==> config.mk <==
export PLATFORM = sky130hd
export DESIGN_NAME = axis_frame_gen
export DESIGN_NICKNAME = d
export VERILOG_FILES = /design/src/rtl/axis_frame_gen_pkg.sv /design/src/rtl/axis_frame_gen_len_ctr.sv /design/src/rtl/axis_frame_gen.sv
export SDC_FILE = /design/constraint.sdc
export NUM_CORES = 1
export LEC_CHECK = 0
export BUFFER_PORTS_ARGS = -buffer_cell sky130_fd_sc_hd__buf_2
export CORE_MARGIN = 1.5
export CORE_UTILIZATION = 48
export CTS_CLUSTER_DIAMETER = 100
export DETAILED_ROUTE_END_ITERATION = 8
export GPL_TIMING_DRIVEN = 0
export PLACE_DENSITY = 0.77
export SLEW_MARGIN = 20
export SYNTH_ARGS = -nofsm -noshare
export SYNTH_HDL_FRONTEND = slang
export SYNTH_SLANG_ARGS = --single-unit
==> constraint.sdc <==
create_clock -name clk -period 1.73 [get_ports clk]
set_input_delay 0.346 -clock clk [delete_from_list [all_inputs] [get_ports clk]]
set_output_delay 0.346 -clock clk [all_outputs]
set_load 0.02 [all_outputs]
==> src/rtl/axis_frame_gen_pkg.sv <==
// Shared types and helpers for the AXI-stream frame generator.
// State encodings and IFG counter sizing.
package axis_frame_gen_pkg;

    localparam int STATE_W = 2;

    localparam logic [STATE_W-1:0] IDLE = 2'd0;
    localparam logic [STATE_W-1:0] SEND = 2'd1;
    localparam logic [STATE_W-1:0] GAP  = 2'd2;

    // Zero-length gaps still need a 1-bit counter to keep widths legal.
    function automatic int ifg_w(input int n);
        return (n < 1) ? 1 : $clog2(n + 1);
    endfunction

endpackage

==> src/rtl/axis_frame_gen_len_ctr.sv <==
// Beat down-counter for axis_frame_gen: loads frame length,
// decrements per accepted beat, flags the final beat.
module axis_frame_gen_len_ctr #(
    parameter int W = 8
) (
    input  logic         clk,
    input  logic         async_rst_n,
    input  logic         load,
    input  logic [W-1:0] load_val,
    input  logic         dec,
    output logic [W-1:0] cnt,
    output logic         is_one,
    output logic         is_zero
);

    always_ff @(posedge clk or negedge async_rst_n) begin
        if (!async_rst_n) begin
            cnt <= '0;
        end else if (load) begin
            cnt <= load_val;
        end else if (dec && cnt != '0) begin
            cnt <= cnt - W'(1);
        end
    end

    assign is_one  = (cnt == W'(1));
    assign is_zero = (cnt == '0);

endmodule

==> src/rtl/axis_frame_gen.sv <==
// AXI-stream frame source: one frame of incrementing beats per start.
// Optional tuser error marking with AXIS_FRAME_GEN_ERR_INJECT_EN.
module axis_frame_gen #(
    parameter int DATA_WIDTH = 8,
    parameter int LEN_WIDTH  = 8,
    parameter int IFG_CYCLES = 2,
    parameter int CNT_WIDTH  = 16
) (
    input  logic                  clk,
    input  logic                  async_rst_n,
    input  logic                  start,
    input  logic [LEN_WIDTH-1:0]  frame_len,
    input  logic [DATA_WIDTH-1:0] start_value,
`ifdef AXIS_FRAME_GEN_ERR_INJECT_EN
    input  logic                  err_inject,
`endif
    output logic                  busy,
    output logic                  done,
    output logic [CNT_WIDTH-1:0]  frame_count,
    output logic [DATA_WIDTH-1:0] output_axis_tdata,
    output logic                  output_axis_tvalid,
    input  logic                  output_axis_tready,
    output logic                  output_axis_tlast,
    output logic                  output_axis_tuser
);

    import axis_frame_gen_pkg::*;

    localparam int IFG_W = ifg_w(IFG_CYCLES);
    localparam logic [IFG_W-1:0] IFG_LAST =
        IFG_W'((IFG_CYCLES > 0) ? IFG_CYCLES - 1 : 0);

    logic [STATE_W-1:0]   state;
    logic [IFG_W-1:0]     ifg_cnt;
    logic                 err_q;
    logic                 err_in;
    logic [LEN_WIDTH-1:0] rem;
    logic                 is_one;
    logic                 is_zero;
    logic                 go;
    logic                 accept;
    logic                 near_end;

`ifdef AXIS_FRAME_GEN_ERR_INJECT_EN
    assign err_in = err_inject;
`else
    assign err_in = 1'b0;
`endif

    // done blocks a same-cycle restart when there is no gap.
    assign go       = start && (frame_len != '0) && !done;
    assign accept   = output_axis_tvalid && output_axis_tready;
    assign near_end = (rem == LEN_WIDTH'(2));

    axis_frame_gen_len_ctr #(
        .W (LEN_WIDTH)
    ) u_len_ctr (
        .clk         (clk),
        .async_rst_n (async_rst_n),
        .load        ((state == IDLE) && go),
        .load_val    (frame_len),
        .dec         (accept),
        .cnt         (rem),
        .is_one      (is_one),
        .is_zero     (is_zero)
    );

    always_ff @(posedge clk or negedge async_rst_n) begin
        if (!async_rst_n) begin
            state              <= IDLE;
            ifg_cnt            <= '0;
            err_q              <= 1'b0;
            busy               <= 1'b0;
            done               <= 1'b0;
            frame_count        <= '0;
            output_axis_tdata  <= '0;
            output_axis_tvalid <= 1'b0;
            output_axis_tlast  <= 1'b0;
            output_axis_tuser  <= 1'b0;
        end else begin
            done <= 1'b0;
            unique case (1'b1)
                (state == IDLE): begin
                    if (go) begin
                        state              <= SEND;
                        busy               <= 1'b1;
                        err_q              <= err_in;
                        output_axis_tdata  <= start_value;
                        output_axis_tvalid <= 1'b1;
                        output_axis_tlast  <= (frame_len == LEN_WIDTH'(1));
                        output_axis_tuser  <= err_in
                            && (frame_len == LEN_WIDTH'(1));
                    end
                end
                (state == SEND): begin
                    if (accept) begin
                        output_axis_tdata <= output_axis_tdata
                            + DATA_WIDTH'(1);
                        if (is_one || is_zero) begin
                            output_axis_tvalid <= 1'b0;
                            output_axis_tlast  <= 1'b0;
                            output_axis_tuser  <= 1'b0;
                            done               <= 1'b1;
                            frame_count        <= frame_count
                                + CNT_WIDTH'(1);
                            ifg_cnt            <= '0;
                            if (IFG_CYCLES > 0) begin
                                state <= GAP;
                            end else begin
                                state <= IDLE;
                                busy  <= 1'b0;
                            end
                        end else begin
                            output_axis_tlast <= near_end;
                            output_axis_tuser <= err_q && near_end;
                        end
                    end
                end
                (state == GAP): begin
                    if (ifg_cnt == IFG_LAST) begin
                        state <= IDLE;
                        busy  <= 1'b0;
                    end else begin
                        ifg_cnt <= ifg_cnt + IFG_W'(1);
                    end
                end
                default: begin
                    state <= IDLE;
                    busy  <= 1'b0;
                end
            endcase
        end
    end

endmodule

==> results of run 1 <==
==> stage by stage <==
stage	total power, mW	setup TNS (ns)
after floorplan	2.721	0
final	4.201	-0.02410
after global placement	3.154	-2.013
after CTS	4.064	-0.002650
after detailed placement	3.205	-2.574
after global routing	4.490	-0.3691
==> critical path, delay by kind of cell, from the launching register on <==
kind             cells  cell delay [ns]
AO/OA/AOI/OAI        1             0.11
flip-flops           1             0.42
AND/OR/NAND/NOR      3             1.16
==> cell families (layout without fill, tap and decap cells) <==
family	Yosys count	count (layout)	synth area share
compound gates	44	44	0.1267
xor+xnor	19	19	0.07626
buf+inv	18	80	0.03440
fa+ha+maj	7	7	0.04014
flops	40	40	0.4587
other cells	1	1	0.001719
mux	3	3	0.01433
simple gates	93	93	0.2477
==> cell usage after synthesis (all sizes together), types with 2 or more instances <==
cell    count
a21oi       6
a22oi       5
a31oi       4
and3        4
and4b       2
buf         4
clkbuf      3
dfrtp      40
ha          7
inv        11
mux2i       2
nand2      27
nand2b      2
nand3      10
nand4       8
nor2       12
nor3        6
nor4        9
nor4b       3
o21ai      16
o22ai       6
or3         3
xnor2      13
xor2        6
==> cell type report <==
type / instances / share of cell area
plain buffers: 7 / 0.01618
clock buffers: 6 / 0.02966
clock inverters: 2 / 0.005393
inverters: 11 / 0.01483
multi-input cells: 167 / 0.4458
flip-flops and latches: 40 / 0.3613
well taps: 52 / 0.02337
repair buffers: 54 / 0.1034
==> what timing repair did <==
item | 4_1_cts | 5_1_grt
pin swaps | 2 | 2
setup buffers | 5 | 2
endpoints found under the setup margin | 29 | 25
gates resized for setup | 15 | 18
==> metal layers <==
| layer | wire length, um | share of wire | vias to the layer above | track usage |
|---|---|---|---|---|
| li1 | - | - | 936 | - |
| met1 | 2357 | 0.44 | 969 | 0.3030 |
| met2 | 2554 | 0.48 | 65 | 0.3532 |
| met3 | 311 | 0.059 | 10 | 0.05051 |
| met4 | 90 | 0.017 | 0 | 0.07479 |
| met5 | 0 | 0 | - | 0 |
==> sequential cells by signal (all words and copies together), names as in the netlist <==
name / cells
busy: 1
done: 1
frame_count: 16
ifg_cnt: 2
output_axis_tdata: 8
output_axis_tlast: 1
output_axis_tvalid: 1
state: 2
u_len_ctr.cnt: 8
==> where the power goes <==
group          internal, mW  switching, mW
sequential             1.21          0.340
clock                 0.323          0.348
combinational         0.862           1.12
total                  2.40           1.81
==> how the worst max path moves through the flow <==
stage | startpoint | endpoint | slack [ns] | cells after the start
after global placement | frame_len[0] | output_axis_tlast$_DFFE_PN0P_ | -0.20 | 5
after global routing | u_len_ctr.cnt[2]$_DFFE_PN0P_ | frame_count[4]$_DFFE_PN0P_ | -0.07 | 6
after floorplan | done$_DFF_PN0_ | output_axis_tlast$_DFFE_PN0P_ | 0.03 | 4
after CTS | u_len_ctr.cnt[1]$_DFFE_PN0P_ | u_len_ctr.cnt[5]$_DFFE_PN0P_ | -0.003 | 4
final | u_len_ctr.cnt[1]$_DFFE_PN0P_ | u_len_ctr.cnt[5]$_DFFE_PN0P_ | -0.02 | 4
after detailed placement | frame_len[0] | output_axis_tlast$_DFFE_PN0P_ | -0.22 | 5
==> results.cfg, run 1 <==
[cells_and_area]
post-route-util = 0.6394
layout_common_cells = 48 x buf_2, 36 x dfrtp_1, 25 x nand2_1
final_area_um2 = 2784
syn_to_final_growth_pct = 27.58
regArea_um2 = 1006
nets = 313
final_cells = 339
fillers = 351
multi_input_area_um2 = 1241
layout-drive-gt1-share = 0.3484
final_common_cell = buf_2
n_antenna_cell = 0

[synth]
synthesis.nets = 252
synth_area_leader_cell = dfrtp_1
yosysUniqueCellTypes = 47
synth-edff-count = 0
synth.top_cell.area_share = 0.4587
yosys-top-cells-area = dfrtp_1 46%, xnor2_1 5.2%, nand2_1 4.5%
syn_area_um2 = 2182
ys.warnings.count = 0
async_flop_share = 1.000
ys_seq_elements = 40
avgSynthCellArea_um2 = 9.698
synth_flop_cell = dfrtp_1
postSynthCellCount = 225
ys_seq_area_frac = 0.4587

[global_route]
grt_overflow = 0
grt_pass1_wl_mm = 8.749
antenna_found_initial = 0
grtUsageTotal = 0.2234
grt_pass1_vias = 1845
grt_max_degree = 41

[run_status]
failed_checks = setup timing
status = finished with violations

[timing]
min_period_over_period = 1.014
fmax_mhz = 570.1
finalSetupViolCount = 1
tightest_slew_ns = 0.8922
fin_ws_ns = -0.02410
relSlewSlack = 0.4052
period_needed_ns = 1.754
drv_slew = 0
hold_ws_ns = 0.1660
final-hold-violation-count = 0
finClkSkew_ns = 0.01217
rsz0062_at_grt = true

[run]
max_cap_viol_count = 0

[die]
die_y_um = 70.43
rows = 24
ioPinCount = 49
die_w_um = 70.43
initial_utilization = 0.5011
fp.dieArea_um2 = 4960
core_um2 = 4354

[power]
power_density_nw_per_um2 = 1509
peakVddDrop_uv = 595.9
power_leakage_nw = 1.360

[worst_setup_path]
cp_common_cell = or3_4
critPathMaxStageDelay_ns = 0.43
slowest_stage = or4_4
r2r-start = u_len_ctr.cnt[1]$_DFFE_PN0P_
r2r_slack_ns = -0.02
endpoint_kind = flip-flop
path_cells = or3_4 -> or4_4 -> or3_4 -> a21oi_2
critPathArrivalTime_ns = 1.98
ff2ff_path_depth = 4
worstPathMaxFanout = 4
r2r_end = u_len_ctr.cnt[5]$_DFFE_PN0P_
critical_path_class = flip-flop to flip-flop
cp.required_ns = 1.96
critPathLaunchType = flip-flop

[placement]
preCtsSetupSlack_ns = -0.2210
finalWeightedCongestion = 0.8698
dp_cells = 324
dp_hpwl_mm = 3.510
placed_area_um2 = 2482
io_buffers = 47

[detailed_routing]
vias = 1980
antenna_left = 0
dr.pass1.iters = 4
routed_wl_mm = 5.312
vias_per_cell = 5.841
wl_per_cell_um = 15.67
drc_errors = 0
drtIter0Drc = 111

[clocking]
cts.htree.levels = 2
path_clk_slew_ns = 0.08
cts.sinks = 40
hold_buffers = 0
root_buffer = clkbuf_8
clockBufferDepth = 2
clk_latency_ns = 0.30
tritoncts = built
cts_inserted_buffers = 5

[min_path]
worstHoldPathType = input pin to async pin
Power figures use the tool's default switching activity.
==> run 2: changes to the inputs <==
--- a/config.mk
+++ b/config.mk
@@ -7,12 +7,13 @@
 export LEC_CHECK = 0
 export BUFFER_PORTS_ARGS = -buffer_cell sky130_fd_sc_hd__buf_2
 export CORE_MARGIN = 1.5
-export CORE_UTILIZATION = 48
+export CORE_UTILIZATION = 49
 export CTS_CLUSTER_DIAMETER = 100
 export DETAILED_ROUTE_END_ITERATION = 8
 export GPL_TIMING_DRIVEN = 0
-export PLACE_DENSITY = 0.77
+export PLACE_DENSITY = 0.78
 export SLEW_MARGIN = 20
 export SYNTH_ARGS = -nofsm -noshare
 export SYNTH_HDL_FRONTEND = slang
+export SYNTH_HIERARCHICAL = 1
 export SYNTH_SLANG_ARGS = --single-unit
==> constraint.sdc (replaced) <==
create_clock -name clk -period 1.73 [get_ports clk]
set_input_delay 0.346 -clock clk [delete_from_list [all_inputs] [get_ports clk]]
set_output_delay 0.346 -clock clk [all_outputs]
set_load 0.01 [all_outputs]
==> results.cfg, run 2 <==
[die]
core_um2 = 4414
rows = 24
initial_utilization = 0.5187
die_y_um = 71.36
ioPinCount = 49
fp.dieArea_um2 = 5092
die_w_um = 71.36

[worst_setup_path]
critPathLaunchType = flip-flop
r2r-start = u_len_ctr/cnt[3]$_DFFE_PN0P_
cp.required_ns = 1.91
critical_path_class = flip-flop to flip-flop
ff2ff_path_depth = 6
critPathLaunch = u_len_ctr/cnt[3]$_DFFE_PN0P_
endpoint_kind = flip-flop
crit_end = frame_count[10]$_DFFE_PN0P_
r2r_slack_ns = -0.50
r2r_end = frame_count[10]$_DFFE_PN0P_
critPathArrivalTime_ns = 2.41
worstPathMaxFanout = 6

[synth]
syn_area_um2 = 2290
synth-edff-count = 0
synth_simple_gate_area_frac = 0.2601
ys_seq_area_frac = 0.4372
synth_compound_area_frac = 0.1546
synth_flop_cell = dfrtp_1
synth_area_leader_cell = dfrtp_1
synth_top_family_by_area = simple AND/OR/NAND/NOR gates
synthMuxAreaShare = 0.009836
async_flop_share = 1.000
synthTopCellsByCount = 40 x dfrtp_1, 17 x nand2_1, 16 x nor2_1
yosysMostFrequentCell = dfrtp_1
ys.warnings.count = 6
avgSynthCellArea_um2 = 10.18
yosysUniqueCellTypes = 61
synthXorXnorAreaFrac = 0.05738
postSynthCellCount = 225
ys_seq_elements = 40
yosys-top-cells-area = dfrtp_1 44%, xnor2_1 5.0%, ha_1 3.3%
synth.top_cell.area_share = 0.4372
synthesis.nets = 251
synth_adder_area_share = 0.03279

[clocking]
clk_latency_ns = 0.30
cts_inserted_buffers = 5
path_clk_slew_ns = 0.09
clockBufferDepth = 2
cts.sinks = 40
root_buffer = clkbuf_8
hold_buffers = 0
cts.htree.levels = 2
tritoncts = built

[run_status]
status = finished with violations
failed_checks = setup timing

[detailed_routing]
vias_per_cell = 5.940
drtIter0Drc = 226
routed_wl_mm = 5.781
antenna_left = 0
wl_per_cell_um = 16.52
drc_errors = 0
dr.pass1.iters = 4
vias = 2079

[power]
switching_share = 0.3882
peakVddDrop_uv = 720.9
power_density_nw_per_um2 = 1330
seq_power_share = 0.370
p_sw_mw = 1.532
clkPwrFrac = 0.201
p_comb_frac = 0.430
intPower_mw = 2.413
power_leakage_nw = 1.348

[cells_and_area]
syn_to_final_growth_pct = 29.51
largest_reg_flops = 16
top_register = frame_count
reg_top3 = frame_count x16, output_axis_tdata x8, u_len_ctr/cnt x8
n_antenna_cell = 0
nets = 323
layout-drive-gt1-share = 0.3893
final_cells = 350
post-route-util = 0.6718
layout_common_cells = 48 x buf_2, 38 x dfrtp_1, 19 x buf_4
final_common_cell = buf_2

[global_route]
gr-max-usage-layer = met2
grt_pass1_vias = 2011
antenna_found_initial = 0
met3_usage = 0.04923
grt_max_degree = 41
grtUsageMet2 = 0.3807
grt_overflow = 0
grt_pass1_wl_mm = 9.570
grtUsageTotal = 0.2371
grt_use_met1 = 0.3154

[min_path]
worstHoldPathType = input pin to async pin

[timing]
finalSetupViolCount = 26
fmax_mhz = 448.8
tightest_slew_ns = 0.9138
rsz0062_at_grt = true
period_needed_ns = 2.228
finClkSkew_ns = 0.01149
setup_tns_ns = -9.077
drv_slew = 0
relSlewSlack = 0.3908
min_period_over_period = 1.288
fin_ws_ns = -0.4982
final-hold-violation-count = 0
hold_ws_ns = 0.1724

[placement]
dp_cells = 324
finalWeightedCongestion = 0.8929
io_buffers = 47
dp_hpwl_mm = 3.789

[run]
max_cap_viol_count = 0
==> run 2: area by class of cell <==
type | count | area [um^2]
inverter | 6 | 35.03
tap | 52 | 65.06
timing repair buffer | 68 | 407.9
buffer | 7 | 72.57
clock inverter | 3 | 47.55
multi-input combinational | 169 | 1265
clock buffer | 5 | 68.82
sequential | 40 | 1003
fill | 347 | 1449
==> run 2: layer usage <==
metal / wire (um) / up-vias
met2: 2875 / 67
met1: 2553 / 1012
met5: 0 / -
met4: 82 / 0
met3: 269 / 8
li1: - / 992
==> run 2: cell families after synthesis <==
family	count (synthesis)
AO/OA/AOI/OAI	47
XOR/XNOR	15
adder cells (fa/ha/maj)	6
buffers and inverters	16
flip-flops	40
multiplexers	2
other	1
AND/OR/NAND/NOR	98
==> run 2: timing repair <==
action | in CTS | in global routing
endpoints found under the setup margin | 31 | 37
cloned | 0 | 1
pin swaps | 20 | 9
resized for setup | 19 | 11
setup buffers | 17 | 3
==> run 2: worst min path at each step <==
stage,depth (start not counted),to,from
final,1,frame_count[15]$_DFFE_PN0P_,async_rst_n
after global routing,1,frame_count[15]$_DFFE_PN0P_,async_rst_n
after CTS,1,frame_count[15]$_DFFE_PN0P_,async_rst_n
after detailed placement,1,frame_count[15]$_DFFE_PN0P_,frame_count[15]$_DFFE_PN0P_
after global placement,1,frame_count[15]$_DFFE_PN0P_,frame_count[15]$_DFFE_PN0P_
after floorplan,0,busy$_DFFE_PN0P_,async_rst_n
==> run 2: per-stage QoR <==
stage / setup slack, ns / area, um^2 / total power, mW
5_1_grt: -0.5772 / 2965 / 4.192
4_1_cts: -0.4442 / 2899 / 3.852
3_3_place_gp: -0.8071 / 2621 / 2.857
3_5_place_dp: -0.8324 / 2621 / 2.890
6_report: -0.4982 / 2965 / 3.945
2_1_floorplan: -0.5268 / 2321 / 2.472
==> run 2: power groups by stage <==
stage | clock network, mW | registers [mW] | logic (mW)
CTS | 0.808 | 1.44 | 1.61
floorplan | 0 | 1.48 | 0.989
global placement | 0 | 1.48 | 1.37
global route | 0.844 | 1.49 | 1.85
finish | 0.791 | 1.46 | 1.70
detailed placement | 0 | 1.49 | 1.40
==> run 2: critical path, cell delays in order (launching register included) <==
cell      delay (ns)
dfrtp_1         0.39
or4_4           0.57
nor4b_4         0.33
o211ai_1        0.22
nor2_2          0.27
nand4_1         0.16
xnor2_1         0.16
